**config.mk**
```make
export PLATFORM = sky130hd
export DESIGN_NAME = writeback
export DESIGN_NICKNAME = d
export VERILOG_FILES = /design/src/rtl/writeback_pkg.sv /design/src/rtl/reg_file.sv /design/src/rtl/writeback.sv
export SDC_FILE = /design/constraint.sdc
export NUM_CORES = 2
export LEC_CHECK = 0
export BUFFER_PORTS_ARGS = -buffer_cell sky130_fd_sc_hd__buf_2
export CAP_MARGIN = 25
export CORE_AREA = 2 2 327 329
export CTS_CLUSTER_SIZE = 30
export DETAILED_ROUTE_END_ITERATION = 6
export DIE_AREA = 0 0 329 331
export PLACE_DENSITY = 0.84
export REMOVE_ABC_BUFFERS = 1
export SYNTH_ARGS = -nofsm -noshare
export SYNTH_HDL_FRONTEND = slang
export SYNTH_SLANG_ARGS = --single-unit
```
**constraint.sdc**
```tcl
create_clock -name clk -period 6.18 [get_ports clk]
set_clock_uncertainty 0.05 [all_clocks]
set_input_delay 0.309 -clock clk [delete_from_list [all_inputs] [get_ports clk]]
set_output_delay 0.309 -clock clk [all_outputs]
set_load 0.05 [all_outputs]
```
**src/rtl/writeback_pkg.sv**
```systemverilog
// rtl/writeback_pkg.sv - RV32I writeback constants, opcode/funct3 codes and load formatting
package writeback_pkg;

    localparam int XLEN = 32;
    localparam int NREG = 32;

    localparam logic [6:0] OP_LOAD   = 7'b0000011;
    localparam logic [6:0] OP_STORE  = 7'b0100011;
    localparam logic [6:0] OP_OP     = 7'b0110011;
    localparam logic [6:0] OP_IMM    = 7'b0010011;
    localparam logic [6:0] OP_LUI    = 7'b0110111;
    localparam logic [6:0] OP_AUIPC  = 7'b0010111;
    localparam logic [6:0] OP_JAL    = 7'b1101111;
    localparam logic [6:0] OP_JALR   = 7'b1100111;
    localparam logic [6:0] OP_BRANCH = 7'b1100011;

    localparam logic [2:0] F3_LB  = 3'd0;
    localparam logic [2:0] F3_LH  = 3'd1;
    localparam logic [2:0] F3_LW  = 3'd2;
    localparam logic [2:0] F3_LBU = 3'd4;
    localparam logic [2:0] F3_LHU = 3'd5;

    localparam logic [XLEN-1:0] NOP_BUBBLE = 32'h00000013;

    typedef struct packed {
        logic            en;
        logic [XLEN-1:0] data;
    } result_t;

    // Undefined load widths come back with en clear so they never write
    function automatic result_t format_load(input logic [2:0] funct3, input logic [XLEN-1:0] raw);
        result_t r;
        r.en   = 1'b1;
        r.data = '0;
        case (funct3)
            F3_LB:   r.data = {{24{raw[7]}}, raw[7:0]};
            F3_LH:   r.data = {{16{raw[15]}}, raw[15:0]};
            F3_LW:   r.data = raw;
            F3_LBU:  r.data = {24'b0, raw[7:0]};
            F3_LHU:  r.data = {16'b0, raw[15:0]};
            default: r.en   = 1'b0;
        endcase
        return r;
    endfunction

endpackage

```
**src/rtl/reg_file.sv**
```systemverilog
// rtl/reg_file.sv - 31x32 architectural register file, one write port, two bypassed read ports
module reg_file
    import writeback_pkg::*;
(
    input  logic            clk,
    input  logic            rst_n,
    input  logic            we,
    input  logic [4:0]      waddr,
    input  logic [XLEN-1:0] wdata,
    input  logic [4:0]      raddr1,
    input  logic [4:0]      raddr2,
    output logic [XLEN-1:0] rdata1,
    output logic [XLEN-1:0] rdata2
);

    logic [XLEN-1:0] regs [1:NREG-1];

    always_ff @(posedge clk or negedge rst_n) begin
        if (!rst_n) begin
            for (int i = 1; i < NREG; i++) begin
                regs[i] <= '0;
            end
        end else if (we && waddr != 5'd0) begin
            regs[waddr] <= wdata;
        end
    end

    // Write-through bypass lets decode see the value committing this cycle
    always_comb begin
        rdata1 = '0;
        if (raddr1 != 5'd0) begin
            if (we && waddr == raddr1) rdata1 = wdata;
            else                       rdata1 = regs[raddr1];
        end
    end

    always_comb begin
        rdata2 = '0;
        if (raddr2 != 5'd0) begin
            if (we && waddr == raddr2) rdata2 = wdata;
            else                       rdata2 = regs[raddr2];
        end
    end

endmodule

```
**src/rtl/writeback.sv**
```systemverilog
// rtl/writeback.sv - RV32I writeback stage: result select, register commit, instret counter
module writeback
    import writeback_pkg::*;
(
    input  logic            clk,
    input  logic            rst_n,
    input  logic [XLEN-1:0] IR,
    input  logic [XLEN-1:0] RD,
    input  logic [XLEN-1:0] A,
    input  logic [XLEN-1:0] PC,
    input  logic [4:0]      rs1_addr,
    input  logic [4:0]      rs2_addr,
    output logic [XLEN-1:0] rs1_data,
    output logic [XLEN-1:0] rs2_data,
    output logic            wb_en,
    output logic [4:0]      wb_addr,
    output logic [XLEN-1:0] wb_data,
    output logic [63:0]     instret
);

    logic [6:0] opcode;
    logic [2:0] funct3;
    result_t    res;
    logic       bubble;

    assign opcode  = IR[6:0];
    assign funct3  = IR[14:12];
    assign wb_addr = IR[11:7];

    always_comb begin
        res = '0;
        case (opcode)
            OP_LOAD:                        res = format_load(funct3, RD);
            OP_OP, OP_IMM, OP_LUI, OP_AUIPC: res = '{en: 1'b1, data: A};
            OP_JAL, OP_JALR:                res = '{en: 1'b1, data: PC + 32'd4};
            OP_STORE, OP_BRANCH:            res = '0;
            default:                        res = '0;
        endcase
    end

    assign wb_en   = res.en && (wb_addr != 5'd0);
    assign wb_data = res.data;

    assign bubble = (IR == NOP_BUBBLE) || (IR == '0);

    always_ff @(posedge clk or negedge rst_n) begin
        if (!rst_n)       instret <= '0;
        else if (!bubble) instret <= instret + 64'd1;
    end

    reg_file u_reg_file (
        .clk    (clk),
        .rst_n  (rst_n),
        .we     (wb_en),
        .waddr  (wb_addr),
        .wdata  (wb_data),
        .raddr1 (rs1_addr),
        .raddr2 (rs2_addr),
        .rdata1 (rs1_data),
        .rdata2 (rs2_data)
    );

endmodule

```
# ---- Word level (Yosys, flattened, before mapping)
# Index checks and enable logic that the tools add are counted.
dict set report word_totals {
  regBits 1056
  inputBits 140
  wordCells 85
}
dict set report op_classes {
  addsub 2
  order_cmp 4
  eq_ne 14
  n_mux 16
  bitwise_logic 3
  n_reduce_logical 14
}
# op n
set ops {}
lappend ops {{bitwise mux 992 bit} 1}
lappend ops {{binary-select mux 32 bit (select 5 bit)} 2}
lappend ops {{2-to-1 mux 32 bit} 9}
lappend ops {{demux 32 bit (select 5 bit)} 1}
lappend ops {{one-hot mux 32 bit (5 select lines)} 1}
lappend ops {{one-hot mux 33 bit (3 select lines)} 1}
lappend ops {{adder 64 x 1 -> 64 bit, second input constant} 1}
lappend ops {{adder 32 x 3 -> 32 bit, second input constant} 1}
lappend ops {{equality test 32 x 5 -> 1 bit, second input constant} 1}
lappend ops {{logical NOT 32 bit} 1}
lappend ops {{>= comparator 6 bit, second input constant} 3}
lappend ops {{NOT 5 -> 6 bit} 3}
lappend ops {{nonzero test 5 bit} 3}
lappend ops {{equality test 7 x 5 -> 1 bit, second input constant} 2}
lappend ops {{equality test 7 x 6 -> 1 bit, second input constant} 2}
lappend ops {{equality test 7 bit, second input constant} 2}
lappend ops {{equality test 5 bit} 2}
lappend ops {{equality test 7 x 2 -> 1 bit, second input constant} 1}
lappend ops {{equality test 3 bit, second input constant} 2}
lappend ops {{less-than comparator 6 x 1 -> 1 bit, second input constant} 1}
lappend ops {{logical AND 1 bit} 5}
lappend ops {{OR reduction 5 bit} 1}
lappend ops {{OR reduction 4 bit} 1}
lappend ops {{equality test 3 x 1 -> 1 bit, second input constant} 1}
lappend ops {{5 further kinds} 5}

# ---- Longest topological paths before layout
dict set report depth {
  ltp_word 8
  ltp_mapped 10
  depth_no_buf 7
}

# ---- By module
# A second synthesis with hierarchy kept.
dict set report hier_totals {
  hier_cells 4031
  hier_area_um2 58077.0
}
# module n_inst cells_each area_each_um2 seq_area_each_um2
set modules_own_cells {}
lappend modules_own_cells {reg_file 1 3528 53732.8 24823.8}
lappend modules_own_cells {writeback 1 503 4344.2 1601.5}

# ---- Least setup slack after synthesis
# Ideal clock, no wire load.
dict set report synth_timing {
  path_kind {input-to-output}
  from {in IR[3]}
  to {out rs2_data[15]}
  arrival_time_ns 3.422
  t_required_ns 5.821
  setup_slack_ns 2.399
  stages 5
  path_cell_list {nor4_2 nand3_2 a31oi_1 nand2_1 mux2i_1}
}
dict set report synth_between {
  elab_chain_len 7
  elab_cells_between_ends 14
  classes_between {eq/ne (7); mux (3); reduce/logical (4)}
}
# item line
set synth_rtl {}
lappend synth_rtl {{from (decl)} writeback.sv:7} ;# input logic [XLEN-1:0] IR,
lappend synth_rtl {{equality test 7 x 6 -> 1 bit (tied with other cells)} writeback.sv:32} ;# case (opcode)
lappend synth_rtl {{OR reduction 4 bit / OR reduction 2 bit (equally long branches)} writeback.sv:32}
lappend synth_rtl {{one-hot mux 33 bit (3 select lines) *} writeback.sv:32}
lappend synth_rtl {{logical AND 1 bit *} writeback.sv:41} ;# assign wb_en = res.en && (wb_addr != 5'd0);
lappend synth_rtl {{named net wb_en} writeback.sv:15} ;# output logic wb_en,
lappend synth_rtl {{logical AND 1 bit *} reg_file.sv:40} ;# if (we && waddr == raddr2) rdata2 = wdata;
lappend synth_rtl {{2-to-1 mux 32 bit *} reg_file.sv:40}
lappend synth_rtl {{2-to-1 mux 32 bit *} reg_file.sv:39} ;# if (raddr2 != 5'd0) begin
lappend synth_rtl {{to (decl)} writeback.sv:14} ;# output logic [XLEN-1:0] rs2_data,
# Mark *: on every way through the listed nets, which the timed path passes. The rest lies on a longest branch.

# ---- Worst setup path after layout
dict set report layout_timing {
  from {in rs2_addr[0]}
  to {out rs2_data[10]}
}
dict set report layout_between {
  elab_chain_len 6
  elab_cells_between_ends 9
  classes_between {eq/ne (1); mux (5); bitwise (1); reduce/logical (2)}
}
# item line
set layout_rtl {}
lappend layout_rtl {{from (decl)} writeback.sv:12} ;# input logic [4:0] rs2_addr,
lappend layout_rtl {{NOT 5 -> 6 bit (not written as such)} reg_file.sv:41} ;# else rdata2 = regs[raddr2];
lappend layout_rtl {{binary-select mux 32 bit (select 5 bit)} reg_file.sv:41}
lappend layout_rtl {{2-to-1 mux 32 bit (not written as such) (2 in a row)} reg_file.sv:41}
lappend layout_rtl {{2-to-1 mux 32 bit} reg_file.sv:40}
lappend layout_rtl {{2-to-1 mux 32 bit *} reg_file.sv:39}
# Mark *: on every way between the ends. The rest lies on a longest branch, timed or not. The select of a mux whose other input is x is not followed.

==> results by group <==
Power
  • Pwr/cell area: about 260 nW/um2
  • Lkg Pwr: 28.5 nW
  • Worst VDD drop: approximately 240 uV

Detailed routing
  • Top layer in use: met5
  • DRT Pass-1 Iters: 7
  • Routed wl met3: 35,600 um
  • Routed vias: 51,900
  • Detail Route Antenna Nets: 0
  • WL/cell: 30.1 um
  • M1 WL: just under 70,000 um
  • WL final: about 210,000 um
  • DR WL met2: slightly above 90,000 um
  • Residual DRC: 14
  • Initial DRC count: approximately 8,600
  • Avg Vias per Cell: around 7.3

Setup path
  • Critical Path Sink Type: output pin
  • CP max stage cell: a22oi_1
  • Critical path's largest stage delay: ~0.84 ns
  • CP top delay family: compound AO/OA/AOI/OAI gates
  • CP Launch Type: primary input
  • Crit path DAT: roughly 4.2 ns
  • Top cell by count, worst path: buf_4
  • Worst path required time: a little under 6 ns
  • CP bufs+invs: 4
  • Largest fanout on the critical path: slightly below 50
  • Critical path class: primary input to output pin
  • CP cell instances: buf_8, buf_4, nor2b_4, buf_4, a221o_1, o221ai_1, a22oi_1, o2bb2ai_1, buf_2

Clocking
  • CTS Buffer Depth: 3
  • CTS buffer count: between 100 and 150
  • Post-CTS Setup Inserts: 0
  • H-tree depth: 3
  • CTS tree: yes
  • Clock sinks: 1,056
  • CTS resizes: 0
  • Root Buffer: clkbuf_16
  • Clk_lat worst skew: between 0.6 and 0.7 ns
  • Worst-path clk slew: around 0.060 ns

Timing
  • Setup TNS: 0 ns
  • Minimum clock period: approximately 4.5 ns
  • Setup ws final: approximately 1.7 ns
  • Final slew viol count: 0
  • Hold WS: roughly 0.011 ns
  • Final setup violation count: 0
  • Max Freq: 221 MHz
  • Crit share post-route: around three quarters
  • Hold Vio Cnt, Final: 0
  • RSZ-0062 raised after global routing: no
  • Relative slew slack: between 20% and 30%
  • Worst-Margin Slew: ~1.1 ns

Floorplanning
  • Rows: around 120
  • DIE AREA: around 110,000 um2
  • Io pins: just over 300
  • CORE AREA: roughly 100,000 um2
  • Width of the die: 329 um
  • Die height: between 300 and 400 um
  • Initial core utilization: between 50% and 60%

Logic synthesis
  • FFs w/ async S/R, synth: between 90% and 100%
  • Gate Count Post-Synth: around 5,600
  • Yosys top cell area share: a little under half
  • FF+latch count, synth: around 1,100
  • EDFF count, synth: 0
  • Synth area leader: dfrtp_1
  • Synth unique cells: 83
  • Synth top area cells: dfrtp_1, mux4_2, a21oi_1
  • Synth warnings: 0
  • Sequential cell area fraction in the yosys report: 45.9%
  • Avg Inst Size Synth: 10.2 um2
  • Synth Cell Area: ~58,000 um2
  • Ys flop type: dfrtp_1

Worst hold path
  • Worst min path class: primary input to flop

Outcome
  • Failing checks: design-rule violations
  • Status: finished, violations left

Global routing
  • Global route overflow: 0
  • Pin count of the biggest net entering global routing: 194
  • Tot GR Track Use: 38.9%
  • Initial antenna violation count: 18
  • Vias in the first global route: 51,700
  • First-pass GRT wire length: 317,000 um

Flow run
  • Max-cap violations: 0

Finish
  • Fill cells: approximately 8,000
  • Area Overhead vs Synth: 11.1%
  • Share of cells above drive strength 1: 20.2%
  • Nets: 5,783

Placement
  • Pre-CTS setup slack: between 1.5 and 2 ns
  • Port bufs: 305
  • GPL Wtd Cong: 0.944
  • DP Wirelength: ~130,000 um
## cell usage after synthesis, types with 12 or more instances
| cell type | instances |
|---|---|
| dfrtp_1 | 1056 |
| nor2_1 | 800 |
| a21oi_1 | 741 |
| o21ai_0 | 401 |
| nand2_1 | 397 |
| clkbuf_1 | 336 |
| mux4_2 | 317 |
| mux2i_1 | 268 |
| buf_2 | 171 |
| a221oi_1 | 110 |
| mux2_2 | 106 |
| nand3_1 | 63 |
| nor4_1 | 61 |
| a221o_1 | 57 |
| nor3_1 | 57 |
| a22oi_1 | 56 |
| xor2_1 | 50 |
| inv_1 | 47 |
| o22ai_1 | 47 |
| xnor2_1 | 36 |
| buf_1 | 31 |
| nand4_1 | 27 |
| buf_4 | 24 |
| o211ai_1 | 23 |
| nor2b_1 | 22 |
| nand2b_1 | 19 |
| o31ai_1 | 18 |
| and3_1 | 17 |
| a31oi_1 | 16 |
| a211oi_1 | 14 |
| a22o_1 | 12 |
| o21ai_1 | 12 |
## cell usage in the layout (no fill, tap or decap), types with 15 or more instances in the layout
cell       instances
nor3_1            56
o31ai_1           18
nor4_1            61
a21oi_1          741
a22oi_1           56
nand3_1           62
buf_12            15
clkbuf_8          21
dfrtp_1         1056
o211ai_1          23
nand2b_1          17
xor2_1            50
mux4_2           317
nor2_1           797
buf_4            149
clkinv_2          24
buf_2            298
a221o_1           57
nand4_1           27
nand2_1          396
nor2b_1           16
clkbuf_16        111
o21ai_0          401
and3_1            15
mux2_2           106
xnor2_1           36
clkbuf_1          25
a221oi_1         103
inv_1             47
mux2i_1          268
a31oi_1           16
o22ai_1           47
## what timing repair did
item                                   in CTS  in global routing
setup endpoints to repair                   0                  0
endpoints found under the hold margin      98                  0
hold buffers                                2                  0
## worst register-to-register path: stages (launching register included)
cell,delay (ns)
dfrtp_1,0.44
nand4_1,0.25
nor4_1,0.37
nand4_1,0.70
nor4_1,0.60
xor2_1,0.19
## area by class of cell
cell class,count,area [um2],share of cell area [%]
diodes,7,17.5,0.0274
multi-input cells,3954,29000,45.4
clock buffers,157,3160,4.94
repair buffers,470,3030,4.74
flip-flops and latches,1056,26400,41.3
well taps,1391,1740,2.72
inverters,51,191,0.299
clock inverters,39,375,0.587
## metal layers
metal	track usage [%]	up-vias
met4	27.1	20
met1	47.4	25000
met5	0	-
met2	56.6	4844
met3	15.7	1291
li1	-	20700
## through the flow
step / util, % / power, mW / cell area, um2 / cells
final: 61.0 / 16.4 / 64000 / 7125
after global routing: 60.9 / 16.8 / 64000 / 7121
after CTS: 60.9 / 16.3 / 63900 / 7117
after detailed placement: 57.5 / 9.77 / 60400 / 6919
after global placement: 57.5 / 9.68 / 60300 / 6917
after floorplan: - / 8.76 / 55200 / 5061
## cells by family (layout without fill, tap and decap cells)
family          Yosys count  after routing  synth area share (%)
compound gates         1631           1631                  17.6
xor+xnor                 86             86                  1.31
flops                  1056           1056                  45.9
other cells               0              7                     0
buf+inv                 614            717                  4.54
fa+ha+maj                 2              2                0.0434
mux                     691            691                  19.1
simple gates           1544           1544                  11.5
## where the power goes
part           internal (mW)  switching, mW  leakage, nW
clock network           3.75           2.90         1.75
registers               7.26          0.289         14.5
logic                  0.806           1.41         12.2
total                   11.8           4.60         28.5
## path summary, 6_finish.rpt
path / slack, ns / startpoint / end / cells past startpoint
worst max-delay path: 1.66 / rs2_addr[0] / rs2_data[10] / 9
worst max register to register: 3.51 / instret[25] / instret[56] / 5
worst min-delay path: 0.01 / A[5] / u_reg_file.regs[485] / 3
worst min register to register: 0.43 / instret[63] / instret[63] / 1
max in group asynchronous: 4.17 / rst_n / instret[10] / 4
min in group asynchronous: 0.21 / rst_n / u_reg_file.regs[430] / 2
## sequential cells by signal (all words and copies together) (netlist names)
signal and count:
u_reg_file.regs 992, instret 64
Note: power is estimated with default switching activity, not from simulation.
